### config.mk
export PLATFORM = sky130hd
export DESIGN_NAME = video_timing_gen
export DESIGN_NICKNAME = d
export VERILOG_FILES = /design/src/rtl/video_timing_pkg.sv /design/src/rtl/timing_counter.sv /design/src/rtl/video_timing_gen.sv
export SDC_FILE = /design/constraint.sdc
export NUM_CORES = 1
export LEC_CHECK = 0
export CORE_UTILIZATION = 51
export DETAILED_ROUTE_END_ITERATION = 8
export PLACE_DENSITY = 0.79
export SLEW_MARGIN = 30
export SYNTH_ARGS = -nofsm -noshare
export SYNTH_HDL_FRONTEND = slang
export SYNTH_SLANG_ARGS = --single-unit
### constraint.sdc
create_clock -name Clk -period 2.6 [get_ports Clk]
set_input_delay 0.52 -clock Clk [delete_from_list [all_inputs] [get_ports Clk]]
set_output_delay 0.52 -clock Clk [all_outputs]
set_load 0.1 [all_outputs]
### src/rtl/video_timing_pkg.sv
// Shared constants and types for the Aliens raster timing generator:
// default video mode, count width and output delay values.
package video_timing_pkg;

    localparam int CNT_W = 9;

    typedef logic [CNT_W-1:0] cnt_t;

    localparam int DEF_H_TOTAL      = 384;
    localparam int DEF_H_ACTIVE     = 288;
    localparam int DEF_H_SYNC_START = 312;
    localparam int DEF_H_SYNC_LEN   = 32;
    localparam int DEF_V_TOTAL      = 264;
    localparam int DEF_V_ACTIVE     = 224;
    localparam int DEF_V_SYNC_START = 240;
    localparam int DEF_V_SYNC_LEN   = 8;

    // Board-level output delays in ns, used only by the delayed-output build.
    localparam int DELAY_RISE = 14;
    localparam int DELAY_FALL = 10;

    // Compared in int so that a window ending exactly at 512 does not wrap.
    function automatic logic in_window(cnt_t v, int lo, int len);
        return (int'(v) >= lo) && (int'(v) < lo + len);
    endfunction

endpackage

### src/rtl/timing_counter.sv
// Mod-N counter with enable and terminal-count flag; count_next is the value
// the counter takes on the next enabled edge, so callers can decode ahead.
module timing_counter
    import video_timing_pkg::*;
#(
    parameter int N = 2
)(
    input  logic             Clk,
    input  logic             reset,
    input  logic             en,
    output logic [CNT_W-1:0] count,
    output logic [CNT_W-1:0] count_next,
    output logic             tc
);

    assign tc         = (count == CNT_W'(N - 1));
    assign count_next = tc ? '0 : count + CNT_W'(1);

    always_ff @(posedge Clk or negedge reset) begin
        if (!reset) begin
            count <= '0;
        end else if (en) begin
            count <= count_next;
        end
    end

endmodule

### src/rtl/video_timing_gen.sv
// Raster timing generator: cascaded pixel/line counters, registered sync and
// blank levels, line/frame strobes and vblank IRQ. Define TIMING_DELAY_EN for delayed outputs.
module video_timing_gen
    import video_timing_pkg::*;
#(
    parameter int H_TOTAL      = DEF_H_TOTAL,
    parameter int H_ACTIVE     = DEF_H_ACTIVE,
    parameter int H_SYNC_START = DEF_H_SYNC_START,
    parameter int H_SYNC_LEN   = DEF_H_SYNC_LEN,
    parameter int V_TOTAL      = DEF_V_TOTAL,
    parameter int V_ACTIVE     = DEF_V_ACTIVE,
    parameter int V_SYNC_START = DEF_V_SYNC_START,
    parameter int V_SYNC_LEN   = DEF_V_SYNC_LEN
)(
    input  logic             Clk,
    input  logic             reset,
    input  logic             ce_pix,
    input  logic             irq_en,
    input  logic             irq_ack,
    output logic [CNT_W-1:0] hcount,
    output logic [CNT_W-1:0] vcount,
    output logic             hblank,
    output logic             vblank,
    output logic             hsync_n,
    output logic             vsync_n,
    output logic             line_start,
    output logic             frame_start,
    output logic             irq_n
);

    cnt_t h_cnt;
    cnt_t h_nxt;
    cnt_t v_cnt;
    cnt_t v_nxt;
    cnt_t v_after;
    logic h_tc;
    logic v_tc;
    logic line_wrap;
    logic irq_set;

    logic hblank_r;
    logic vblank_r;
    logic hsync_n_r;
    logic vsync_n_r;
    logic line_start_r;
    logic frame_start_r;
    logic irq_pend;

    assign line_wrap = ce_pix & h_tc;

    timing_counter #(.N(H_TOTAL)) u_hcnt (
        .Clk        (Clk),
        .reset      (reset),
        .en         (ce_pix),
        .count      (h_cnt),
        .count_next (h_nxt),
        .tc         (h_tc)
    );

    timing_counter #(.N(V_TOTAL)) u_vcnt (
        .Clk        (Clk),
        .reset      (reset),
        .en         (line_wrap),
        .count      (v_cnt),
        .count_next (v_nxt),
        .tc         (v_tc)
    );

    // Decode the count as it will be after this edge, so levels and counts
    // change together with no pipeline lag.
    assign v_after = line_wrap ? v_nxt : v_cnt;
    assign irq_set = irq_en & line_wrap & (v_nxt == CNT_W'(V_ACTIVE));

    always_ff @(posedge Clk or negedge reset) begin
        if (!reset) begin
            hblank_r      <= 1'b0;
            vblank_r      <= 1'b0;
            hsync_n_r     <= 1'b1;
            vsync_n_r     <= 1'b1;
            line_start_r  <= 1'b0;
            frame_start_r <= 1'b0;
        end else begin
            line_start_r  <= line_wrap;
            frame_start_r <= line_wrap & v_tc;
            if (ce_pix) begin
                hblank_r  <= (int'(h_nxt) >= H_ACTIVE);
                vblank_r  <= (int'(v_after) >= V_ACTIVE);
                hsync_n_r <= !in_window(h_nxt, H_SYNC_START, H_SYNC_LEN);
                vsync_n_r <= !in_window(v_after, V_SYNC_START, V_SYNC_LEN);
            end
        end
    end

    // A new set outranks a same-edge acknowledge; disabling drops any pending request.
    always_ff @(posedge Clk or negedge reset) begin
        if (!reset) begin
            irq_pend <= 1'b0;
        end else if (!irq_en) begin
            irq_pend <= 1'b0;
        end else if (irq_set) begin
            irq_pend <= 1'b1;
        end else if (irq_ack) begin
            irq_pend <= 1'b0;
        end
    end

`ifdef TIMING_DELAY_EN
    assign #(DELAY_RISE, DELAY_FALL) hcount      = h_cnt;
    assign #(DELAY_RISE, DELAY_FALL) vcount      = v_cnt;
    assign #(DELAY_RISE, DELAY_FALL) hblank      = hblank_r;
    assign #(DELAY_RISE, DELAY_FALL) vblank      = vblank_r;
    assign #(DELAY_RISE, DELAY_FALL) hsync_n     = hsync_n_r;
    assign #(DELAY_RISE, DELAY_FALL) vsync_n     = vsync_n_r;
    assign #(DELAY_RISE, DELAY_FALL) line_start  = line_start_r;
    assign #(DELAY_RISE, DELAY_FALL) frame_start = frame_start_r;
    assign #(DELAY_RISE, DELAY_FALL) irq_n       = !irq_pend;
`else
    assign hcount      = h_cnt;
    assign vcount      = v_cnt;
    assign hblank      = hblank_r;
    assign vblank      = vblank_r;
    assign hsync_n     = hsync_n_r;
    assign vsync_n     = vsync_n_r;
    assign line_start  = line_start_r;
    assign frame_start = frame_start_r;
    assign irq_n       = !irq_pend;
`endif

endmodule

==> results of run 1 <==
state kept, by name, indices dropped and copies added, names as in the netlist:
signal        cells
vsync_n           1
hblank            1
vblank            1
hsync_n           1
u_hcnt.count      9
line_start        1
irq_pend          1
u_vcnt.count      9
frame_start       1
worst reg2reg max path, delay by kind of cell, from the launching register on:
| family | cells | cell delay [ns] |
|---|---|---|
| AO/OA/AOI/OAI | 3 | 0.69 |
| flip-flops | 1 | 0.47 |
| adder cells (fa/ha/maj) | 1 | 0.30 |
| AND/OR/NAND/NOR | 2 | 0.83 |
cell type report:
| class | instances | area share [%] |
|---|---|---|
| Tap cell | 31 | 2.125 |
| Timing Repair Buffer | 34 | 14.53 |
| Inverter | 6 | 1.234 |
| Sequential cell | 25 | 34.54 |
| Clock buffer | 4 | 1.439 |
| Multi-Input combinational cell | 126 | 46.13 |
stage by stage:
step                      hold WS [ns]  setup slack (ns)  power [uW]  cell area, sq um
after floorplan                 0.2244           0.07915        1075              1573
after global placement          0.4921            0.3793        1201              1799
after global routing            0.5680           0.01114        1452              1826
after detailed placement        0.4999            0.3170        1218              1799
after CTS                       0.5233            0.2853        1394              1826
final                           0.5204            0.2446        1392              1826
power by group through the flow:
stage                     combinational [uW]  clock [uW]  sequential (uW)
after floorplan                          215           0              859
after global placement                   643           0              558
after detailed placement                 653           0              565
after CTS                                653         182              559
after global routing                     681         194              577
final                                    651         176              564
cell families (layout without fill, tap and decap cells):
logic type | Yosys count | after routing | share of synthesized area (%)
buffers and inverters | 18 | 44 | 6.374
XOR/XNOR | 12 | 12 | 6.694
multiplexers | 7 | 7 | 5.020
flip-flops | 25 | 25 | 40.00
AO/OA/AOI/OAI | 36 | 36 | 15.30
AND/OR/NAND/NOR | 68 | 68 | 24.22
adder cells (fa/ha/maj) | 3 | 3 | 2.391
Yosys cell counts, drive strengths merged:
master,instances
a2111oi,2
a211oi,1
a21o,1
a21oi,6
a22oi,2
a31o,1
a31oi,3
a41oi,1
and2,2
and3,2
and4,1
and4b,1
buf,6
clkbuf,6
dfrtp,23
dfstp,2
ha,3
inv,6
mux2,7
nand2,14
nand2b,2
nand3,14
nand4,5
nor2,14
nor2b,1
nor3,5
nor3b,1
nor4,3
nor4b,1
o211ai,1
o21a,1
o21ai,8
o221ai,1
o22ai,1
o31a,1
o31ai,5
o32ai,1
or4,1
or4b,1
xnor2,9
xor2,3
metal layers:
metal	GRT usage [%]	part of all wire, %	wire (um)
met4	5.226	0.95	34
met2	36.71	47	1662
met5	0	0	0
met3	3.855	4.5	159
met1	34.06	48	1715
how the worst max path moves through the flow:
| stage | slack (ns) | cells after the start | startpoint | endpoint |
|---|---|---|---|---|
| 2_1_floorplan | 0.08 | 6 | u_vcnt.count[0] | irq_pend |
| 3_3_place_gp | 0.38 | 6 | ce_pix | vsync_n |
| 3_5_place_dp | 0.32 | 6 | u_hcnt.count[0] | vsync_n |
| 4_1_cts | 0.29 | 6 | u_hcnt.count[0] | vsync_n |
| 5_1_grt | 0.01 | 6 | u_hcnt.count[0] | vsync_n |
| 6_report | 0.24 | 6 | u_hcnt.count[0] | vsync_n |
==> results.cfg, run 1 <==
[status]
status = complete, but fails checks
violations = design-rule violations

[detailed_routing]
drcViolationCount = 3
first_pass_iters = 6
drt-total-wl_mm = 3.572
vias = 1334
drtIter0Drc = 42
wire_per_inst_um = 15.81
vias_per_cell = 5.903
drt.antenna.violating_nets = 0

[global_route]
grt_start_max_net_pins = 26
antenna_found_initial = 0
grt_use_total_pct = 23.43
overflow = 0
grt_pass1_vias = 1235
grt_first_pass_wirelength_mm = 5.996

[sta]
final_max_slew_viol_count = 0
min_period_ns = 2.355
max_freq_mhz = 424.6
skew_ns = 0.006583
finalCritPeriodShare_pct = 90.59
setup_tns_ns = 0
rsz0062_at_grt = false
setup_viol = 0
slew_headroom_pct = 63.43
tightest_slew_ns = 0.5435
finalHoldViolCount = 0

[clock_tree]
cts_tree = built
worst_skew_pair.late_latency_ns = 0.31
cts-htree-levels = 1
cts_sinks = 25
cts_made_buffers = 3
cts_buffer_depth = 2
hold_buffers = 0
path_clk_slew_ns = 0.14
post_cts_resized = 0
cts-root-buf = clkbuf_4
post-cts-setup-buffer-count = 0

[worst_hold_path]
min_to = vsync_n
hold_class = flop to flop
holdPathStages = 2
hp-start = vsync_n

[yosys]
syn-num-nets = 177
synthCells = 169
synth_warnings = 0
synth_area_sq_um = 1570
synth_top_cell_by_area = dfrtp_1
synth_seq_area_share_pct = 40.00
synthDistinctLibCells = 48
postSynthRegisterBits = 25
synth_top_area_share_pct = 36.65
avgSynthCellArea_sq_um = 9.291
synth.area.top_cells = dfrtp_1, mux2_2, xnor2_1

[setup_path]
path_cells = ha_1, nand4_1, nor3_2, a21oi_1, o31a_1, a41oi_1
crit_path_max_fanout = 9
timing.rr.end = vsync_n
cp.required_ns = 2.84
worstRegToRegCells = 6
critPathSlowestCell = nor3_2
cpPeakStageDelay_ns = 0.49
critical_path_class = flop to flop
rr_startpoint = u_hcnt.count[0]
r2r_slack_ns = 0.24
path_delay_family = simple AND/OR/NAND/NOR gates
arrival_ns = 2.60
crit_buf_inv = 0
crit_path_start_kind = flop
end_kind = flop

[power_and_ir_drop]
peakVddDrop_uv = 1007
seqPwrFrac_pct = 40.5
power.switching_uw = 730.9
p_int_uw = 660.9
powerDensity_nw_per_um2 = 762.4
pwr-share-comb_pct = 46.8
sw_frac_of_total_pct = 52.52
clkPwrFrac_pct = 12.7
power.leakage_uw = 0.0007592

[finish]
seqCellArea_sq_um = 630.6
insertedDiodeCount = 0
nFillCells = 252
mostFrequentLayoutCells = buf_4, dfrtp_1, nand3_1, nand2_1, nor2_1
finalNetCount = 204
final_util_pct = 64.53
final_common_cell = buf_4
syn2layout_area_growth_pct = 16.25
layout-drive-gt1-share_pct = 27.18
multi_input_area_sq_um = 842.1
instances_no_fill = 226

[placement]
numPortBuffers = 29
gp_congestion = 0.8973
placed_cells = 222
dpl.hpwl_mm = 2.619

[floorplan]
core_sq_um = 2829
rows = 19
die_y_um = 57.49
die_width_um = 57.49
initial_core_util_pct = 55.51
pin_count = 30
dieArea_sq_um = 3305

[job]
max-cap-violations = 0
(Power assumes the default switching activity.)
==> inputs of run 2 (changes only) <==
Settings changed: CORE_ASPECT_RATIO set to 0.8.
==> run 2 against run 1 <==
  * The flow now finishes without violations
  * Count of clock-buffer cells in the layout stayed put
  * Wire length is 5.2% lower
  * Clock skew is 0.0039 ns lower
  * Register-to-register slack better by 0.02 ns
  * Sequential share of layout area is 0.79 points lower
  * Critical path depth stayed put
  * Fmax is 0.87% higher
  * Final area is 2.3% higher
  * Sequential power is 1% lower
  * Combinational power is 0.6% higher
  * Global-route usage is 0.65 points lower
  * Core utilization is 1.0 points higher
  * Largest power group unchanged
  * Highest routed layer unchanged
==> results.cfg, run 2 (synthesized netlist as in run 1, its figures left out) <==
[floorplan]
dieArea_sq_um = 3306
pin_count = 30
core_sq_um = 2850
initial_core_util_pct = 55.09
die_y_um = 51.63
rows = 17
die_width_um = 64.04

[global_route]
grt_first_pass_wirelength_mm = 5.837
grt_pass1_vias = 1260
grt_start_max_net_pins = 21
antenna_found_initial = 0
overflow = 0
grt_use_total_pct = 22.78

[detailed_routing]
first_pass_iters = 4
drt.antenna.violating_nets = 0
drcViolationCount = 0
drt-total-wl_mm = 3.386
wire_per_inst_um = 14.41
vias_per_cell = 5.872
vias = 1380
drtIter0Drc = 61

[finish]
mostFrequentLayoutCells = buf_4, dfrtp_1, nand3_1, nand2_1, nor2_1
layout-drive-gt1-share_pct = 27.92
reg_top3 = u_hcnt.count x9, u_vcnt.count x9
fin_area_sq_um = 1868
syn2layout_area_growth_pct = 18.96
insertedDiodeCount = 0
finalNetCount = 206
final_common_cell = buf_4

[worst_hold_path]
hold_class = flop to flop

[clock_tree]
post_cts_resized = 0
cts-root-buf = clkbuf_8
cts_sinks = 25
cts_made_buffers = 3
post-cts-setup-buffer-count = 0
cts_buffer_depth = 2
worst_skew_pair.late_latency_ns = 0.27
path_clk_slew_ns = 0.08
hold_buffers = 0
cts_tree = built
cts-htree-levels = 1

[power_and_ir_drop]
total_power_uw = 1441
peakVddDrop_uv = 882.6
clkPwrFrac_pct = 15.8
pwr-share-comb_pct = 45.5
seqPwrFrac_pct = 38.7
sw_frac_of_total_pct = 50.55
powerDensity_nw_per_um2 = 771.2
power.switching_uw = 728.3
power.leakage_uw = 0.0007766
p_int_uw = 712.3

[sta]
final_max_slew_viol_count = 0
holdWs_ns = 0.5042
setup_tns_ns = 0
min_period_ns = 2.335
rsz0062_at_grt = false
finalCritPeriodShare_pct = 89.81
max_freq_mhz = 428.3
tightest_slew_ns = 0.5799
finalHoldViolCount = 0
skew_ns = 0.002722
slew_headroom_pct = 61.22
setup_viol = 0

[setup_path]
arrival_ns = 2.52
crit_path_start_kind = flop
crit_buf_inv = 0
cpPeakStageDelay_ns = 0.56
path_cells = ha_1, nand4_1, nor3_2, a21oi_1, o31a_1, a41oi_1
cp.required_ns = 2.79
critPathSlowestCell = nor3_2
end_kind = flop
crit_path_max_fanout = 9
critical_path_class = flop to flop
path_delay_family = simple AND/OR/NAND/NOR gates

[placement]
placed_area_sq_um = 1823
gp_congestion = 0.8711
numPortBuffers = 29
dpl.hpwl_mm = 2.504

[status]
status = complete, no violations

[job]
max-cap-violations = 0
-- run 2: path summary, 6_finish.rpt --
check	start	to	slack, ns	depth (start not counted)
max	u_hcnt.count[0]	vsync_n	0.26	6
min	vsync_n	vsync_n	0.50	2
max reg2reg	u_hcnt.count[0]	vsync_n	0.26	6
min reg2reg	vsync_n	vsync_n	0.50	2
max in group asynchronous	reset	u_vcnt.count[5]	1.39	2
min in group asynchronous	reset	u_vcnt.count[0]	0.61	1
-- run 2: cell type report --
cell class                 instances  area [sq um]
timing repair buffer              36         280.3
fill                             264         982.2
inverter                           6         22.52
sequential                        25         630.6
tap                               38         47.55
multi-input combinational        126         842.1
clock buffer                       4         45.04
-- run 2: worst min-delay path, delay by kind of cell, from the launching register on --
kind            cells  cell delay [ns]
flops               1             0.38
simple gates        1             0.08
compound gates      1             0.05
-- run 2: metrics by stage --
stage          worst slack, ns  util [%]  std cells
2_1_floorplan          0.07915         -        169
3_3_place_gp            0.2864     63.96        231
3_5_place_dp            0.1963     63.96        231
4_1_cts                 0.3119     65.54        235
5_1_grt                 0.1361     65.54        235
6_report                0.2650     65.54        235
-- run 2: power groups by stage --
stage               Combinational (uW)  Sequential (uW)  Clock (uW)
finish                             655              557         228
global route                       687              572         248
CTS                                657              554         238
detailed placement                 655              561           0
global placement                   644              554           0
floorplan                          215              859           0
-- run 2: per-layer routing --
metal / GRT usage, % / wire [um] / vias to the layer above
met5: 0 / 0 / -
met3: 5.044 / 217 / 4
met2: 34.75 / 1440 / 50
met4: 4.167 / 21 / 0
met1: 33.24 / 1707 / 650
li1: - / - / 676
==> inputs of run 3 (changes only) <==
Settings changed: CORE_UTILIZATION 51 to 55, PLACE_DENSITY 0.79 to not set, PLACE_DENSITY_LB_ADDON set to 0.15.
Clock period 2.6 ns to 2.7 ns, I/O delays scaled along.
==> run 3 against run 2 <==
  * Clock power shrank 23%
  * Sequential power decreased by 3.8%
  * Final area down 2.1%
  * Count of clock-buffer cells in the layout stayed put
  * Highest routed layer unchanged
  * Core utilization increased by 5.3 points
  * Flip-flop and latch count stayed put
==> results.cfg, run 3 (synthesized netlist as in run 1, its figures left out) <==
[status]
status = complete, no violations

[placement]
dpl.hpwl_mm = 2.589
numPortBuffers = 29
gp_congestion = 0.8464

[power_and_ir_drop]
power.leakage_uw = 0.0007612
powerDensity_nw_per_um2 = 733.1
peakVddDrop_uv = 954.4

[global_route]
grt_pass1_vias = 1218
grt_use_total_pct = 26.00
grt_start_max_net_pins = 26
antenna_found_initial = 0
overflow = 0
grt_first_pass_wirelength_mm = 5.871

[detailed_routing]
vias = 1400
vias_per_cell = 6.061
drt.antenna.violating_nets = 0
drcViolationCount = 0
drt-total-wl_mm = 3.596
wire_per_inst_um = 15.57
drtIter0Drc = 114
first_pass_iters = 4

[setup_path]
critPathSlowestCell = nor3_2
path_cells = ha_1, nand4_1, nor3_2, a21oi_1, o31a_1, a41oi_1
arrival_ns = 2.71
crit_path_max_fanout = 9
crit_buf_inv = 0
cpPeakStageDelay_ns = 0.52
end_kind = flop
critical_path_class = flop to flop
cp.required_ns = 2.95
crit_path_start_kind = flop
path_delay_family = simple AND/OR/NAND/NOR gates

[worst_hold_path]
hold_class = flop to flop

[clock_tree]
cts_made_buffers = 3
post-cts-setup-buffer-count = 0
cts-root-buf = clkbuf_4
cts_sinks = 25
path_clk_slew_ns = 0.14
post_cts_resized = 0
cts_buffer_depth = 2
worst_skew_pair.late_latency_ns = 0.33
hold_buffers = 0
cts_tree = built
cts-htree-levels = 1

[sta]
max_freq_mhz = 406.9
skew_ns = 0.006230
slew_headroom_pct = 65.77
min_period_ns = 2.458
setup_tns_ns = 0
finalCritPeriodShare_pct = 91.03
rsz0062_at_grt = false
tightest_slew_ns = 0.5122
finalHoldViolCount = 0
setup_viol = 0
final_max_slew_viol_count = 0

[job]
max-cap-violations = 0

[finish]
mostFrequentLayoutCells = buf_4, dfrtp_1, nand3_1, nand2_1, nor2_1
syn2layout_area_growth_pct = 16.49
finalNetCount = 204
final_common_cell = buf_4
layout-drive-gt1-share_pct = 26.15
reg_top3 = u_hcnt.count x9, u_vcnt.count x9
seqCellArea_sq_um = 628.1
final_util_pct = 70.83
nFillCells = 214
multi_input_area_sq_um = 842.1
insertedDiodeCount = 0

[floorplan]
pin_count = 30
die_width_um = 61.74
core_sq_um = 2582
initial_core_util_pct = 60.80
die_y_um = 49.79
dieArea_sq_um = 3074
rows = 16
==> run 3: cell types whose count changed in the layout (fill, tap and decap cells not counted) <==
cell      before  now
clkbuf_8       3    0
clkbuf_4       0    3
buf_4         32   30
dfrtp_2        2    0
dfrtp_1       21   23
==> run 3: path summary, 6_finish.rpt <==
check / startpoint / cells past startpoint / slack [ns] / end
worst max-delay path: u_hcnt.count[0] / 6 / 0.24 / vsync_n
worst min-delay path: vsync_n / 2 / 0.53 / vsync_n
worst max register to register: u_hcnt.count[0] / 6 / 0.24 / vsync_n
worst min register to register: vsync_n / 2 / 0.53 / vsync_n
max in group asynchronous: reset / 2 / 1.86 / hsync_n
min in group asynchronous: reset / 2 / 0.55 / frame_start
==> run 3: cell type report <==
class,count,area share [%]
inverters,6,1.231
flip-flops and latches,25,34.34
repair buffers,34,14.50
well taps,36,2.462
clock buffers,4,1.436
multi-input cells,126,46.03
==> run 3: per-stage QoR <==
stage / setup WS [ns] / instance area [sq um] / total power [uW] / cells / hold WS, ns
after floorplan: 0.02232 / 1570 / 1032 / 169 / 0.2444
after global placement: 0.3786 / 1803 / 1150 / 227 / 0.4856
after detailed placement: 0.2783 / 1803 / 1171 / 227 / 0.5049
after CTS: 0.2752 / 1829 / 1347 / 231 / 0.5300
after global routing: 0.02722 / 1829 / 1403 / 231 / 0.5490
final: 0.2423 / 1829 / 1341 / 231 / 0.5301
==> run 3: power breakdown <==
part / leakage [uW] / switching, uW / internal, uW
clock: 0.0000150 / 117 / 58.1
combinational: 0.000418 / 475 / 155
sequential: 0.000329 / 114 / 421
==> run 3: worst reg2reg max path: cells and delay by family (launching register included) <==
| family | cells | cell delay, ns |
|---|---|---|
| and+or+nand+nor | 2 | 0.83 |
| AOI/OAI and AO/OA | 3 | 0.74 |
| DFF | 1 | 0.50 |
| adders and majority gates | 1 | 0.31 |
==> run 3: metal layers <==
metal | global-route usage [%] | vias up | wire, um
li1 | - | 673 | -
met1 | 39.67 | 653 | 1643
met2 | 36.74 | 69 | 1574
met3 | 6.037 | 5 | 350
met4 | 6.296 | 0 | 28
met5 | 0 | - | 0
==> RTL change 1: new RTL, config.mk and constraints of run 1 <==
The package constant `CNT_W` goes from 9 to 13.
--- a/src/rtl/video_timing_pkg.sv
+++ b/src/rtl/video_timing_pkg.sv
@@ -3,5 +3,5 @@
 package video_timing_pkg;
 
-    localparam int CNT_W = 9;
+    localparam int CNT_W = 13;
 
     typedef logic [CNT_W-1:0] cnt_t;
Interface: changed (resized hcount and vcount); port bits go from 30 to 38. No check against the original RTL was run, so the function may have changed too.
==> RTL change 1 against run 1 <==
  * Sequential power increased by 24%
  * Fmax decreased by 8.0%
  * Via count increased by 42%
  * Hold slack got worse by 6.5 ps
  * Power increased by 36%
  * Worst setup slack got worse by 200 ps
  * Routed wire length increased by 31%
  * Combinational power increased by 26%
  * Area after synthesis increased by 31%
  * Design area increased by 40%
  * Count of clock-buffer cells in the layout increased by 2
  * Sequential cell count increased by 8
  * Highest routed layer unchanged
==> RTL change 1: results (changes against run 1) <==
=================================================================================
H-tree lvl count                                                                2   was 1
R2R setup slack                                                             40 ps   was 240 ps
Overall routed net length                                                 4.68 mm   was 3.57 mm
Gr usage total                                                              0.233   was 0.234
Setup Slack @ Placement                                                  -41.0 ps   was 317 ps
Clk Latency, worst-skew pair                                               290 ps   was 310 ps
Clock slew seen by the registers of the worst setup and hold paths          60 ps   was 140 ps
Crit path launch                                                     u_hcnt.count[10]   was u_hcnt.count[0]
First-pass GRT wire length                                                7.60 mm   was 6.00 mm
Top cell types by occurrence after synthesis                         dfrtp_1 (31), nand2_1 (29), nor2_1 (21)   was dfrtp_1 (23), nand2_1 (14), nand3_1 (14), nor2_1 (14), xnor2_1 (9)
Largest driver fanout on the critical path                                      6   was 9
Worst VDD drop                                                            1050 uV   was 1010 uV
Detail Placement HPWL                                                     3.28 mm   was 2.62 mm
Count of buffers inserted at the top-level ports                               37   was 29
Worst reg-to-reg path cell count                                                7   was 6
1st-pass router iterations                                                      4   was 6
Fraction of layout instances using a drive strength above 1                 0.295   was 0.272
Largest registers in the final layout                                u_hcnt.count: 13 flops, u_vcnt.count: 13 flops   was u_hcnt.count: 9 flops, u_vcnt.count: 9 flops
Number of global-route vias before repair                                    1606   was 1235
Number of instances on the worst hold path                                      1   was 2
Maximum number of pins on one net before global-route repair                   34   was 26
Status                                                               complete, no violations   was finished, violations left
Start point of the worst min-delay path                              u_hcnt.count[12]   was vsync_n
Clock buffer count from CTS                                                     5   was 3
First-iteration detailed-routing DRC count                                    138   was 42
Synth Net Count                                                               244   was 177
Tightest slew margin relative to the limit                                  0.663   was 0.634
Clk root buf                                                             clkbuf_8   was clkbuf_4
Cell leakage power                                                        1.10 nW   was 0.759 nW
Nets                                                                          285   was 204
=================================================================================
[RTL change 1: changes by cell type after synthesis, sizes merged, moves of 4 or more]
cell,change
and3,+4
dfrtp,+8
mux2,-6
nand2,+16
nand2b,+6
nand3,-4
nand4,+7
nor2,+7
o21ai,+6
xnor2,+4
[RTL change 1: kinds of logic after synthesis]
group / Yosys count / synth area share
AND/OR/NAND/NOR: 113 / 0.286
AO/OA/AOI/OAI: 45 / 0.155
flip-flops: 33 / 0.402
buffers and inverters: 21 / 0.0474
XOR/XNOR: 19 / 0.0808
adder cells (fa/ha/maj): 3 / 0.0182
multiplexers: 2 / 0.0103
[RTL change 1: per-stage QoR]
stage,utilization,cells,area (sq um)
final,0.679,326,2560
after global routing,0.679,326,2560
after CTS,0.675,325,2540
after detailed placement,0.653,317,2460
after global placement,0.653,317,2460
after floorplan,-,236,2120
[RTL change 1: per-layer routing]
layer  routed length (microns)  global-route usage
met5                         0                   0
met1                      2400               0.357
met3                       251              0.0417
met2                      1980               0.327
met4                        44              0.0734
[RTL change 1: worst max path at each step]
stage,endpoint,slack (ps),cells past startpoint
global route,vsync_n,-60,7
CTS,vsync_n,20,6
finish,vsync_n,40,7
detailed placement,vsync_n,-40,7
floorplan,vsync_n,-150,9
global placement,vsync_n,10,7
[RTL change 1: final cells by class]
class                           count  area [sq um]
Sequential cell                    33           855
Timing Repair Buffer               48           374
Clock inverter                      2          10.0
Tap cell                           48          60.1
Inverter                            7          31.3
Multi-Input combinational cell    182          1160
Clock buffer                        6          72.6
Fill cell                         333          1210
[RTL change 1: timing repair]
action	CTS	global route
endpoints found under the setup margin	0	2
resized for setup	0	3
buffers inserted	0	1
[RTL change 1: worst max-delay path, cell delays in order, from the launching register on]
cell and delay (ps):
dfrtp_4 470, or4_4 550, or4_4 630, buf_6 160, nor3_2 90, a21oi_1 50, a2bb2oi_1 160, o32a_1 360
[RTL change 1: power by group]
part           leakage, nW  internal (W)  switching, W
clock network       0.0450      0.000185      0.000188
registers            0.409      0.000589      0.000114
logic                0.642      0.000204      0.000616
==> RTL change 2: new RTL, config.mk and constraints of run 1 <==
Without the edit above. Reset style: synchronous (`reset`), changed in 3 clocked blocks.
--- a/src/rtl/timing_counter.sv
+++ b/src/rtl/timing_counter.sv
@@ -17,5 +17,5 @@
     assign count_next = tc ? '0 : count + CNT_W'(1);
 
-    always_ff @(posedge Clk or negedge reset) begin
+    always_ff @(posedge Clk) begin
         if (!reset) begin
             count <= '0;
--- a/src/rtl/video_timing_gen.sv
+++ b/src/rtl/video_timing_gen.sv
@@ -72,5 +72,5 @@
     assign irq_set = irq_en & line_wrap & (v_nxt == CNT_W'(V_ACTIVE));
 
-    always_ff @(posedge Clk or negedge reset) begin
+    always_ff @(posedge Clk) begin
         if (!reset) begin
             hblank_r      <= 1'b0;
@@ -93,5 +93,5 @@
 
     // A new set outranks a same-edge acknowledge; disabling drops any pending request.
-    always_ff @(posedge Clk or negedge reset) begin
+    always_ff @(posedge Clk) begin
         if (!reset) begin
             irq_pend <= 1'b0;
Behaviour: differs if reset is asserted again (counterexample within 4 cycles, from zero or initial values and one cycle with reset low); with reset held inactive, the same outputs for 10 cycles.
==> RTL change 2 against run 1 <==
  * Area after synthesis down 8.7%
  * Routed wire length shrank 9.2%
  * Design area decreased by 6.4%
  * Sequential cell count stayed put
  * Worst setup slack better by 280 ps
  * Fmax rose by 14%
  * Critical endpoint is now vsync_n
Power is not compared: it rests on default switching activity, and its combinational part moved more than twofold at a synthesized area within 25%.
==> RTL change 2: results (changes against run 1) <==
=================================================================================================================
First-iteration detailed-routing DRC count                                                                     23   was 42
Placer Congestion                                                                                           0.832   was 0.897
Hold Crit Endpoint                                                                                       irq_pend   was vsync_n
H-tree lvl count                                                                                                1   unchanged
Status                                                                                               complete, no violations   was finished, violations left
Synth Area in Compound Gates                                                                                0.185   was 0.153
Placed standard-cell area                                                                            0.00168 sq mm   was 0.00180 sq mm
Nets                                                                                                          210   was 204
Clock buffer count from CTS                                                                                     3   unchanged
First-pass GRT wire length                                                                                5.18 mm   was 6.00 mm
Crit path launch                                                                                     u_vcnt.count[0]   was u_hcnt.count[0]
Share of cell area taken by muxes after synthesis                                                          0.0279   was 0.0502
R2R setup slack                                                                                            530 ps   was 240 ps
Data arrival time of the critical path                                                                    2270 ps   was 2600 ps
Total of warnings raised by yosys                                                                               0   unchanged
Arithmetic-cell share of the synthesized area counting full adders, half adders and majority gates         0.0262   was 0.0239
Largest registers in the final layout                                                                u_hcnt.count: 9 flops, u_vcnt.count: 9 flops   unchanged
Gr usage total                                                                                              0.240   was 0.234
Number of setup buffers added after CTS                                                                         0   unchanged
1st-pass router iterations                                                                                      4   was 6
XOR/XNOR share of the synthesized area                                                                     0.0550   was 0.0669
Top cell types by occurrence after synthesis                                                         dfxtp_1 (25), nand2_1 (14), o21ai_0 (13)   was dfrtp_1 (23), nand2_1 (14), nand3_1 (14), nor2_1 (14), xnor2_1 (9)
Number of global-route vias before repair                                                                    1133   was 1235
Maximum number of pins on one net before global-route repair                                                   18   was 26
Number of fill cells in the layout                                                                            209   was 252
Class of the tightest hold or removal check                                                               reg2reg   unchanged
Count of buffers inserted at the top-level ports                                                               29   unchanged
Worst reg-to-reg path cell count                                                                                6   unchanged
Actual slew at the worst max-slew pin                                                                      479 ps   was 544 ps
Detail Placement HPWL                                                                                     2.34 mm   was 2.62 mm
Critical path capture point                                                                               vsync_n   unchanged
Synth top area cells                                                                                 dfxtp_1 (35%), o21ai_0 (4.5%), nor2b_1 (3.9%)   was dfrtp_1 (37%), mux2_2 (5.0%), xnor2_1 (5.0%)
Count of unique library cells instantiated by Yosys                                                            45   was 48
Highest-delay cell along the critical path                                                                dfxtp_1   was nor3_2
Antenna Cells                                                                                                   0   unchanged
Fraction of layout instances using a drive strength above 1                                                 0.179   was 0.272
Overall routed net length                                                                                 3.24 mm   was 3.57 mm
Ratio of routed vias to standard cells                                                                       5.81   was 5.90
Clock slew seen by the registers of the worst setup and hold paths                                         130 ps
Portion of the post-synthesis area used by sequential elements                                              0.349   was 0.400
Largest stage delay, worst path                                                                            490 ps   about the same
Post-synthesis async set-or-reset flop share                                                                    0   was 1.00
Synth Net Count                                                                                               182   was 177
Skew final                                                                                                1.43 ps   was 6.58 ps
Largest driver fanout on the critical path                                                                      8   was 9
Clk Latency, worst-skew pair                                                                               320 ps
Number of instances on the worst hold path                                                                      2   unchanged
Start point of the worst min-delay path                                                                  irq_pend   was vsync_n
=================================================================================================================
RTL change 2: critical path: cells and delay by family (launching register included):
family	cells	cell delay [ps]
adders and majority gates	1	340
and+or+nand+nor	2	580
DFF	1	490
AOI/OAI and AO/OA	3	550
RTL change 2: layout make-up:
cell class / count / area, sq um / area share
Inverter: 5 / 18.8 / 0.0110
Tap cell: 30 / 37.5 / 0.0220
Sequential cell: 25 / 503 / 0.295
Clock buffer: 4 / 26.3 / 0.0154
Multi-Input combinational cell: 135 / 872 / 0.511
Timing Repair Buffer: 32 / 250 / 0.147
RTL change 2: per-stage QoR:
stage / worst slack (ps) / utilization / instances / hold WS, ps / total power, W
6_report: 529 / 0.665 / 231 / 497 / 0.000645
5_1_grt: 365 / 0.665 / 231 / 538 / 0.000674
4_1_cts: 553 / 0.665 / 231 / 500 / 0.000653
3_5_place_dp: 270 / 0.655 / 227 / 481 / 0.000479
3_3_place_gp: 304 / 0.655 / 227 / 453 / 0.000477
2_1_floorplan: 17.8 / - / 174 / 440 / 0.000455
RTL change 2: report_power, final:
part	switching [W]	leakage (nW)	internal, W
combinational	0.0000520	0.456	0.0000231
clock	0.000115	0.0150	0.0000601
sequential	0.00000688	0.203	0.000388
total	0.000174	0.673	0.000471
RTL change 2: routing by layer:
metal  part of all wire  vias up  track usage
met5                  0        -            0
met4              0.017        0       0.0917
met3              0.040        7       0.0410
met2               0.49       39        0.412
met1               0.45      618        0.298
li1                   -      679            -
RTL change 2: kinds of logic after synthesis:
group | Yosys count
multiplexers | 4
AND/OR/NAND/NOR | 77
AO/OA/AOI/OAI | 42
flip-flops | 25
XOR/XNOR | 9
adder cells (fa/ha/maj) | 3
buffers and inverters | 14
